## config.mk

```make
export PLATFORM = sky130hd
export DESIGN_NAME = trace_collector
export DESIGN_NICKNAME = d
export VERILOG_FILES = /design/src/rtl/trace_pkg.sv /design/src/rtl/trace_fifo.sv /design/src/rtl/trace_collector.sv
export SDC_FILE = /design/constraint.sdc
export NUM_CORES = 1
export LEC_CHECK = 0
export CAP_MARGIN = 20
export CORE_MARGIN = 10
export CORE_UTILIZATION = 55
export DETAILED_ROUTE_END_ITERATION = 7
export PLACE_DENSITY = 0.91
export REMOVE_ABC_BUFFERS = 1
export SLEW_MARGIN = 20
export SYNTH_ARGS = -nofsm -noshare
export SYNTH_HDL_FRONTEND = slang
export SYNTH_SLANG_ARGS = --single-unit
```

## constraint.sdc

```tcl
create_clock -name clk -period 9.34 [get_ports clk]
set_input_delay 2.335 -clock clk [delete_from_list [all_inputs] [get_ports clk]]
set_output_delay 2.335 -clock clk [all_outputs]
set_load 0.01 [all_outputs]
```

## src/rtl/trace_pkg.sv

```systemverilog
// Shared trace types and default sizing for the trace collector slice.
package trace_pkg;
  localparam int NUM_CH_DEF   = 3;
  localparam int ID_WIDTH_DEF = 32;
  localparam int DEPTH_DEF    = 8;

  function automatic int ch_w(input int n);
    return (n > 1) ? $clog2(n) : 1;
  endfunction

  localparam int CH_W_DEF = ch_w(NUM_CH_DEF);

  // Default-width event view; the collector rebuilds the same layout at its own widths.
  typedef struct packed {
    logic [CH_W_DEF-1:0]     channel;
    logic [ID_WIDTH_DEF-1:0] instance_id;
    logic [ID_WIDTH_DEF-1:0] stmt_id;
  } trace_evt_t;
endpackage

```

## src/rtl/trace_fifo.sv

```systemverilog
// Synchronous FIFO; head reads as zero while empty so the outputs are clean in reset.
module trace_fifo #(
  parameter int WIDTH = 8,
  parameter int DEPTH = 8,
  localparam int AW = $clog2(DEPTH)
) (
  input  logic             clk,
  input  logic             rst_n,
  input  logic             push_i,
  input  logic [WIDTH-1:0] din_i,
  input  logic             pop_i,
  output logic [WIDTH-1:0] dout_o,
  output logic             full_o,
  output logic             empty_o,
  output logic [AW:0]      count_o
);
  logic [WIDTH-1:0] mem_q [DEPTH];
  logic [AW-1:0]    wr_ptr_q, rd_ptr_q;
  logic [AW:0]      count_q;
  logic             do_push, do_pop;

  assign full_o  = (count_q == (AW+1)'(DEPTH));
  assign empty_o = (count_q == '0);
  assign count_o = count_q;
  assign do_push = push_i && !full_o;
  assign do_pop  = pop_i && !empty_o;
  assign dout_o  = empty_o ? '0 : mem_q[rd_ptr_q];

  always_ff @(posedge clk or negedge rst_n) begin
    if (!rst_n) begin
      wr_ptr_q <= '0;
      rd_ptr_q <= '0;
      count_q  <= '0;
    end else begin
      if (do_push) wr_ptr_q <= wr_ptr_q + 1'b1;
      if (do_pop)  rd_ptr_q <= rd_ptr_q + 1'b1;
      case ({do_push, do_pop})
        2'b10:   count_q <= count_q + 1'b1;
        2'b01:   count_q <= count_q - 1'b1;
        default: count_q <= count_q;
      endcase
    end
  end

  always_ff @(posedge clk) begin
    if (do_push) mem_q[wr_ptr_q] <= din_i;
  end
endmodule

```

## src/rtl/trace_collector.sv

```systemverilog
// Round-robin trace event collector with FIFO, sticky breakpoint halt and event counter.
module trace_collector
  import trace_pkg::*;
#(
  parameter int NUM_CH   = NUM_CH_DEF,
  parameter int ID_WIDTH = ID_WIDTH_DEF,
  parameter int DEPTH    = DEPTH_DEF,
  localparam int CH_W = ch_w(NUM_CH)
) (
  input  logic                              clk,
  input  logic                              rst_n,
  input  logic [NUM_CH-1:0]                 ch_valid,
  output logic [NUM_CH-1:0]                 ch_ready,
  input  logic [NUM_CH-1:0][ID_WIDTH-1:0]   ch_instance_id,
  input  logic [NUM_CH-1:0][ID_WIDTH-1:0]   ch_stmt_id,
  output logic                              out_valid,
  input  logic                              out_ready,
  output logic [ID_WIDTH-1:0]               out_instance_id,
  output logic [ID_WIDTH-1:0]               out_stmt_id,
  output logic [CH_W-1:0]                   out_channel,
  input  logic                              bp_enable,
  input  logic [ID_WIDTH-1:0]               bp_instance_id,
  input  logic [ID_WIDTH-1:0]               bp_stmt_id,
  output logic                              halted,
  input  logic                              resume,
  output logic [31:0]                       event_count
);
  typedef struct packed {
    logic [CH_W-1:0]     channel;
    logic [ID_WIDTH-1:0] instance_id;
    logic [ID_WIDTH-1:0] stmt_id;
  } evt_t;

  localparam int AW = $clog2(DEPTH);

  logic [CH_W-1:0] rr_ptr_q, sel;
  logic            found, grant_en, accept, match;
  logic            halted_q;
  logic [31:0]     event_count_q;
  logic            fifo_full, fifo_empty;
  logic [AW:0]     fifo_cnt;
  logic            unused_cnt;
  evt_t            push_evt, head_evt;

  // Lowest requester at/after the pointer wins; otherwise wrap to the lowest overall.
  always_comb begin
    sel   = '0;
    found = 1'b0;
    for (int c = NUM_CH-1; c >= 0; c--) begin
      if (ch_valid[c]) begin
        sel   = CH_W'(c);
        found = 1'b1;
      end
    end
    for (int c = NUM_CH-1; c >= 0; c--) begin
      if (ch_valid[c] && (CH_W'(c) >= rr_ptr_q)) sel = CH_W'(c);
    end
  end

  assign grant_en = rst_n && !fifo_full && !halted_q;
  assign ch_ready = (grant_en && found) ? (NUM_CH'(1) << sel) : '0;
  assign accept   = |ch_ready;
  assign match    = bp_enable && (ch_instance_id[sel] == bp_instance_id)
                                && (ch_stmt_id[sel] == bp_stmt_id);

  assign push_evt = '{channel: sel, instance_id: ch_instance_id[sel], stmt_id: ch_stmt_id[sel]};

  trace_fifo #(.WIDTH($bits(evt_t)), .DEPTH(DEPTH)) u_fifo (
    .clk     (clk),
    .rst_n   (rst_n),
    .push_i  (accept),
    .din_i   (push_evt),
    .pop_i   (out_ready),
    .dout_o  (head_evt),
    .full_o  (fifo_full),
    .empty_o (fifo_empty),
    .count_o (fifo_cnt)
  );
  assign unused_cnt = ^fifo_cnt;

  assign out_valid       = !fifo_empty;
  assign out_channel     = head_evt.channel;
  assign out_instance_id = head_evt.instance_id;
  assign out_stmt_id     = head_evt.stmt_id;
  assign halted          = halted_q;
  assign event_count     = event_count_q;

  always_ff @(posedge clk or negedge rst_n) begin
    if (!rst_n) begin
      rr_ptr_q      <= '0;
      halted_q      <= 1'b0;
      event_count_q <= '0;
    end else begin
      if (accept) begin
        rr_ptr_q      <= (sel == CH_W'(NUM_CH-1)) ? '0 : sel + 1'b1;
        event_count_q <= event_count_q + 32'd1;
      end
      // A hit on this cycle's accept outranks a concurrent resume.
      if (accept && match) halted_q <= 1'b1;
      else if (resume)     halted_q <= 1'b0;
    end
  end
endmodule
```

==> results of run 1 <==
routing by layer:
layer,wire (um),vias up
met2,35900,1188
met5,27,-
met1,25900,8303
li1,-,6845
met4,3130,4
met3,8110,226
stage by stage:
step | setup slack (ns) | hold WS, ns
5_1_grt | 1.78 | 0.509
2_1_floorplan | 0.634 | 0.489
4_1_cts | 1.97 | 0.482
3_5_place_dp | 1.99 | 0.458
6_report | 1.96 | 0.478
3_3_place_gp | 2.06 | 0.467
worst max path at each step:
stage | cells past startpoint | endpoint | start
floorplan | 4 | u_fifo.mem_q[2][0] | ch_valid[1]
global placement | 6 | ch_ready[1] | ch_valid[0]
detailed placement | 6 | ch_ready[1] | ch_valid[0]
CTS | 6 | ch_ready[1] | ch_valid[0]
global route | 6 | ch_ready[1] | ch_valid[0]
finish | 6 | ch_ready[1] | ch_valid[0]
cells by family after synthesis:
logic type,share of synthesized area
compound gates,0.0622
flops,0.672
mux,0.155
buf+inv,0.0232
xor+xnor,0.0277
fa+ha+maj,0.00297
simple gates,0.0572
cell usage in the layout, fill, tap and decap left out, types with 5 or more instances in the layout:
master                            netlist  layout
sky130_fd_sc_hd__a21oi_1               23      23
sky130_fd_sc_hd__a311oi_1              29      29
sky130_fd_sc_hd__a31oi_1               13      13
sky130_fd_sc_hd__a41oi_1               29      29
sky130_fd_sc_hd__and2_1                 6       6
sky130_fd_sc_hd__and3_1                11      11
sky130_fd_sc_hd__buf_4                  3      33
sky130_fd_sc_hd__bufinv_16              0       5
sky130_fd_sc_hd__clkbuf_1              64       9
sky130_fd_sc_hd__clkbuf_16              0      54
sky130_fd_sc_hd__clkdlybuf4s50_1        0     365
sky130_fd_sc_hd__clkinv_1               0      12
sky130_fd_sc_hd__clkinv_2               0       8
sky130_fd_sc_hd__dfrtp_1               45      41
sky130_fd_sc_hd__edfxtp_1             528     528
sky130_fd_sc_hd__ha_1                   6       6
sky130_fd_sc_hd__inv_1                 31      31
sky130_fd_sc_hd__mux2_2                12      12
sky130_fd_sc_hd__mux2i_1               80      80
sky130_fd_sc_hd__mux4_2               132     132
sky130_fd_sc_hd__nand2_1               86      86
sky130_fd_sc_hd__nand2b_1               8       8
sky130_fd_sc_hd__nand3_1               45      45
sky130_fd_sc_hd__nand4_1               15      15
sky130_fd_sc_hd__nor2_1               117     115
sky130_fd_sc_hd__nor2b_1                6       6
sky130_fd_sc_hd__nor3_1                 8       6
sky130_fd_sc_hd__nor4_1                 7       6
sky130_fd_sc_hd__o211a_1                5       5
sky130_fd_sc_hd__o211ai_1              34      34
sky130_fd_sc_hd__o21ai_0                6       6
sky130_fd_sc_hd__o22ai_1                5       5
sky130_fd_sc_hd__xnor2_1               60      60
sky130_fd_sc_hd__xor2_1                20      20
critical path, cell delays in order:
cell and delay (ns):
sky130_fd_sc_hd__clkdlybuf4s50_1 0.68, sky130_fd_sc_hd__nor3_1 0.18, sky130_fd_sc_hd__a2111oi_4 0.83, sky130_fd_sc_hd__inv_2 0.22, sky130_fd_sc_hd__nor2_1 0.20, sky130_fd_sc_hd__clkdlybuf4s50_1 0.60
flip-flops by register name, summed over array words and instances, names as in the netlist:
| register | count |
|---|---|
| event_count | 32 |
| halted | 1 |
| rr_ptr_q | 2 |
| u_fifo.count_o | 4 |
| u_fifo.mem_q | 528 |
| u_fifo.rd_ptr_q | 3 |
| u_fifo.wr_ptr_q | 3 |
report_power, final:
| group | internal (mW) | total [mW] | switching, mW |
|---|---|---|---|
| sequential | 3.39 | 3.66 | 0.268 |
| combinational | 1.59 | 3.42 | 1.83 |
| clock | 1.23 | 2.18 | 0.948 |
final cells by class:
type	instances	area [um^2]	area share
repair buffers	400	3930	0.125
flip-flops and latches	573	17000	0.542
multi-input cells	825	7770	0.248
diodes	4	10.0	0.000319
well taps	600	751	0.0239
clock buffers	66	1430	0.0455
clock inverters	35	355	0.0113
inverters	34	130	0.00415
==> reports/qor.yml, run 1 <==
postCtsSetupBuffers: 0
ports_placed_on_the_boundary: 367
cts.sink_count: 573
regToRegStartpoint: "rr_ptr_q[0]"
finalCriticalPeriod_ns: 7.38
post_drt_wl_per_cell_um: 28.8
synth_most_common_cell: "sky130_fd_sc_hd__edfxtp_1"
floorplan.die_area_mm2: 0.0549
sequential_area_share_after_synthesis: 0.672
hold_path_startpoint: "event_count[31]"
fmax_mhz: 135
final-hold-violation-count: 0
clock_latency_ns: 0.61
via_count: 16600
rr_worst_depth: 11
drt_pre_antenna_iters: 6
synth_edf_count: 528
p_leak_nw: 10.6
drive_gt1_frac: 0.149
synth_top_cells_by_count: "sky130_fd_sc_hd__edfxtp_1, sky130_fd_sc_hd__mux4_2, sky130_fd_sc_hd__nor2_1, sky130_fd_sc_hd__nand2_1, sky130_fd_sc_hd__mux2i_1"
detail-route-antenna-nets: 0
clock_tree.root_cell: "sky130_fd_sc_hd__clkbuf_16"
netlist_top_cells_area: "sky130_fd_sc_hd__edfxtp_1, sky130_fd_sc_hd__mux4_2, sky130_fd_sc_hd__dfrtp_1"
avgSynthCellArea_um2: 16.5
final_core_utilization: 0.691
relSlewSlack: 0.259
final_power_mw: 9.26
regToRegEndpoint: "halted"
floorplan.initialDensity: 0.557
rows: 78
area_growth_pct: 24.1
core_mm2: 0.0454
grt_antenna_before_repair: 6
detailedPlacementHpwl_um: 47100
setup.worst_path.end_class: "output pin"
power_density_mw_per_mm2: 295
startpoint_type: "primary input"
overall_global_routing_usage: 0.265
final_std_cells_w_o_fill: 2537
ys_seq_elements: 573
grt_max_degree: 73
grt.overflow.total: 0
synth_top_flop_cell: "sky130_fd_sc_hd__edfxtp_1"
numPlacedInstances: 2432
post_cts_resize_count: 0
die_w_um: 234
dpl-instance-area_mm2: 0.0296
grt_setup_unrepaired: "false"
clkSlewWorstSetupHoldPaths_ns: 0.06
cts_tree: "done"
yosys_warnings: 0
fin_crit_sh: 0.790
maximum_fanout_along_the_worst_path: 14
dieHeight_um: 234
timing.hold.worst_endpoint: "event_count[31]"
synthesis.instances: 1532
area_share_of_the_largest_cell_type_after_synthesis: 0.627
route.detailed.drc: 0
clock_tree.buffer_depth: 3
setup_viol: 0
most_crowded_layer_after_global_routing: "met2"
worst_clock_skew_ns: 0.0103
htreeDepth: 2
nets: 2158
netlist_area_mm2: 0.0253
initialDrtViolationCount: 2112
worst_ep_arrival_time_ns: 5.05
fill_cells: 2817
worst_hold_path.num_cells: 1
maxSlewViolCount: 0
route.detailed.vias_per_inst: 6.53
async_reset_ff_frac: 0.0785
numCtsBuffers: 54
r2r_slack_ns: 4.63
timing.setup.critical_path_class: "in2out"
wl_um: 73100
met1_usage: 0.329
hold_path.class: "reg2reg"
post-route-cell-area_mm2: 0.0314
gpl.final_weighted_congestion: 0.955
status: "finished, final reports clean"
port-buffer-count: 366
grtUsageMet2: 0.431
max_slew.worst_pin.slew_ns: 1.11
grt_util_met3: 0.0781
library_cell_occupying_the_most_area_in_the_post_synthesis_netlist: "sky130_fd_sc_hd__edfxtp_1"
hold_buf_cts: 0
worst_ep_required_time_ns: 7.01
maxCapViolations: 0
first_global_vias: 17300
final.setup.tns_ns: 0
grt_pass1_wl_um: 109000
ys_types: 72
peakVddDrop_mv: 0.179
No activity file was read; power rests on OpenSTA's default activity.
==> run 2, diff against run 1 <==
CORE_UTILIZATION = 49   (was 55)
PLACE_DENSITY = 0.86   (was 0.91)
clock period = 6.75 ns   (was 9.34 ns; I/O delays follow)
==> run 2 against run 1 <==
Count of clock-buffer cells in the layout shrank 2. Die area grew 11%. Final area grew 1.2%. Critical endpoint unchanged.
==> reports/qor.yml, run 2 (synthesized netlist as in run 1, its figures left out) <==
grt_setup_unrepaired: "false"
drive_gt1_frac: 0.156  # +0.00687
grt.overflow.total: 0  # unchanged
maxSlewViolCount: 0  # unchanged
clock_tree.buffer_depth: 3  # unchanged
number_of_flip_flops_under_the_largest_register_name: 528  # unchanged
area_growth_pct: 25.6
floorplan.initialDensity: 0.494  # -0.0633
first_global_vias: 16900  # -2.1%
cellInternalPower_mw: 8.85  # +42%
final_critical_path_setup_slack_ns: 0.890  # -1.07 ns
port-buffer-count: 366  # unchanged
p_leak_nw: 10.7  # +1.2%
nets: 2167  # +0.42%
power.share.switching: 0.323  # -0.00649
largest_register: "u_fifo.mem_q"
drt_pre_antenna_iters: 8  # +2
detailedPlacementHpwl_um: 47900  # +1.7%
power.share.clock: 0.248  # +0.012
cts.sink_count: 573  # unchanged
grt_max_degree: 67  # -8.2%
final_cell_mix: "sky130_fd_sc_hd__edfxtp_1, sky130_fd_sc_hd__clkdlybuf4s50_1, sky130_fd_sc_hd__mux4_2"
route.detailed.drc: 0  # unchanged
overall_global_routing_usage: 0.238  # -0.0275
max_slew.worst_pin.slew_ns: 1.14  # +0.0293 ns
htreeDepth: 2  # unchanged
clock_latency_ns: 0.61  # about the same
postCtsSetupBuffers: 0  # unchanged
final_common_cell: "sky130_fd_sc_hd__edfxtp_1"
wl_um: 74200  # +1.5%
ports_placed_on_the_boundary: 367  # unchanged
fin_crit_sh: 0.868
post_drt_wl_per_cell_um: 28.2  # -2.0%
route.detailed.vias_per_inst: 6.22  # -4.8%
r2r_slack_ns: 2.29  # -2.34 ns
switching_power_mw: 4.21  # +38%
hold_buf_cts: 0  # unchanged
maximum_fanout_along_the_worst_path: 9  # -5
grt_util_met3: 0.0669  # -0.0112
hold_path.class: "reg2reg"
setup_viol: 0  # unchanged
dieHeight_um: 247  # +5.4%
worst_ep_required_time_ns: 5.06  # -1.95 ns
post_cts_resize_count: 0  # unchanged
floorplan.die_area_mm2: 0.0611  # +11%
most_crowded_layer_after_global_routing: "met2"
worst_clock_skew_ns: 0.0205  # +0.0102 ns
via_count: 16300  # -1.4%
worst_hold_slack_ns: 0.489  # +0.0109 ns
detail-route-antenna-nets: 0  # unchanged
worst_ep_arrival_time_ns: 4.17  # -0.88 ns
fmax_mhz: 171
met1_usage: 0.299  # -0.0301
core_mm2: 0.0512  # +13%
grt_antenna_before_repair: 11  # +5
final.setup.tns_ns: 0  # unchanged
maxCapViolations: 0  # unchanged
gpl.final_weighted_congestion: 0.906  # -5.1%
timing.setup.critical_path_class: "in2out"
worst_slack_after_detailed_placement_ns: 0.924  # -1.06 ns
setup.worst_path.end_class: "output pin"
finalCriticalPeriod_ns: 5.86
final-hold-violation-count: 0  # unchanged
relSlewSlack: 0.233  # -0.0263
clkSlewWorstSetupHoldPaths_ns: 0.06  # about the same
grtUsageMet2: 0.388  # -0.0426
die_w_um: 247  # +5.4%
dpl-instance-area_mm2: 0.0298  # +0.83%
startpoint_type: "primary input"
peakVddDrop_mv: 0.257  # +43%
grt_pass1_wl_um: 108000  # about the same
status: "finished, final reports clean"
clock_tree.root_cell: "sky130_fd_sc_hd__clkbuf_16"
initialDrtViolationCount: 2041  # -3.4%
share_seq_of_total_power: 0.390  # -0.005
cts_tree: "done"
numCtsBuffers: 56  # +3.7%
post-route-cell-area_mm2: 0.0317  # +1.2%
power.combinational.fraction: 0.361  # -0.008
rows: 83  # +6.4%
power_density_mw_per_mm2: 411  # +39%
-- run 2: final cells by class --
| type | instances | area (um^2) |
|---|---|---|
| well taps | 680 | 851 |
| diodes | 3 | 7.51 |
| flip-flops and latches | 573 | 17000 |
| clock inverters | 41 | 468 |
| clock buffers | 64 | 1450 |
| multi-input cells | 825 | 7780 |
| fillers | 3600 | 19500 |
| repair buffers | 407 | 4070 |
| inverters | 34 | 130 |
-- run 2: power groups by stage --
stage / clock network (mW) / registers, mW / logic [mW]
4_1_cts: 3.29 / 5.10 / 4.75
3_5_place_dp: 0 / 5.16 / 4.71
5_1_grt: 3.43 / 5.14 / 5.01
6_report: 3.24 / 5.09 / 4.72
2_1_floorplan: 0 / 5.31 / 2.71
3_3_place_gp: 0 / 5.11 / 4.60
-- run 2: layer usage --
| metal | routed length [um] | part of all wire | up-vias |
|---|---|---|---|
| met1 | 27200 | 0.37 | 8204 |
| met4 | 2510 | 0.034 | 16 |
| met5 | 121 | 0.0016 | - |
| met2 | 36400 | 0.49 | 1064 |
| met3 | 7930 | 0.11 | 174 |
| li1 | - | - | 6874 |
-- run 2: worst max-delay path: stages --
cell,delay [ns]
sky130_fd_sc_hd__clkdlybuf4s50_1,0.70
sky130_fd_sc_hd__nor3_1,0.18
sky130_fd_sc_hd__a2111oi_4,0.61
sky130_fd_sc_hd__inv_2,0.20
sky130_fd_sc_hd__nor2_1,0.19
sky130_fd_sc_hd__clkdlybuf4s50_1,0.61
-- run 2: path summary, 6_finish.rpt --
kind	start	cells after the start	to
min reg2reg	event_count[15]	1	event_count[15]
max in group asynchronous	rst_n	2	u_fifo.rd_ptr_q[0]
max	ch_valid[0]	6	ch_ready[1]
min	event_count[15]	1	event_count[15]
min in group asynchronous	rst_n	2	event_count[6]
max reg2reg	rr_ptr_q[0]	10	halted
-- run 2: through the flow --
| stage | cells | power [mW] | utilization |
|---|---|---|---|
| floorplan | 1432 | 8.01 | - |
| global placement | 2519 | 9.71 | 0.582 |
| detailed placement | 2519 | 9.87 | 0.582 |
| CTS | 2624 | 13.1 | 0.620 |
| global route | 2626 | 13.6 | 0.620 |
| finish | 2627 | 13.1 | 0.620 |
==> run 3, diff against run 2 <==
TNS_END_PERCENT = 20   (was not set)
==> results of run 3 <==
The final DEF is identical to that of run 2; final timing and power are the same.
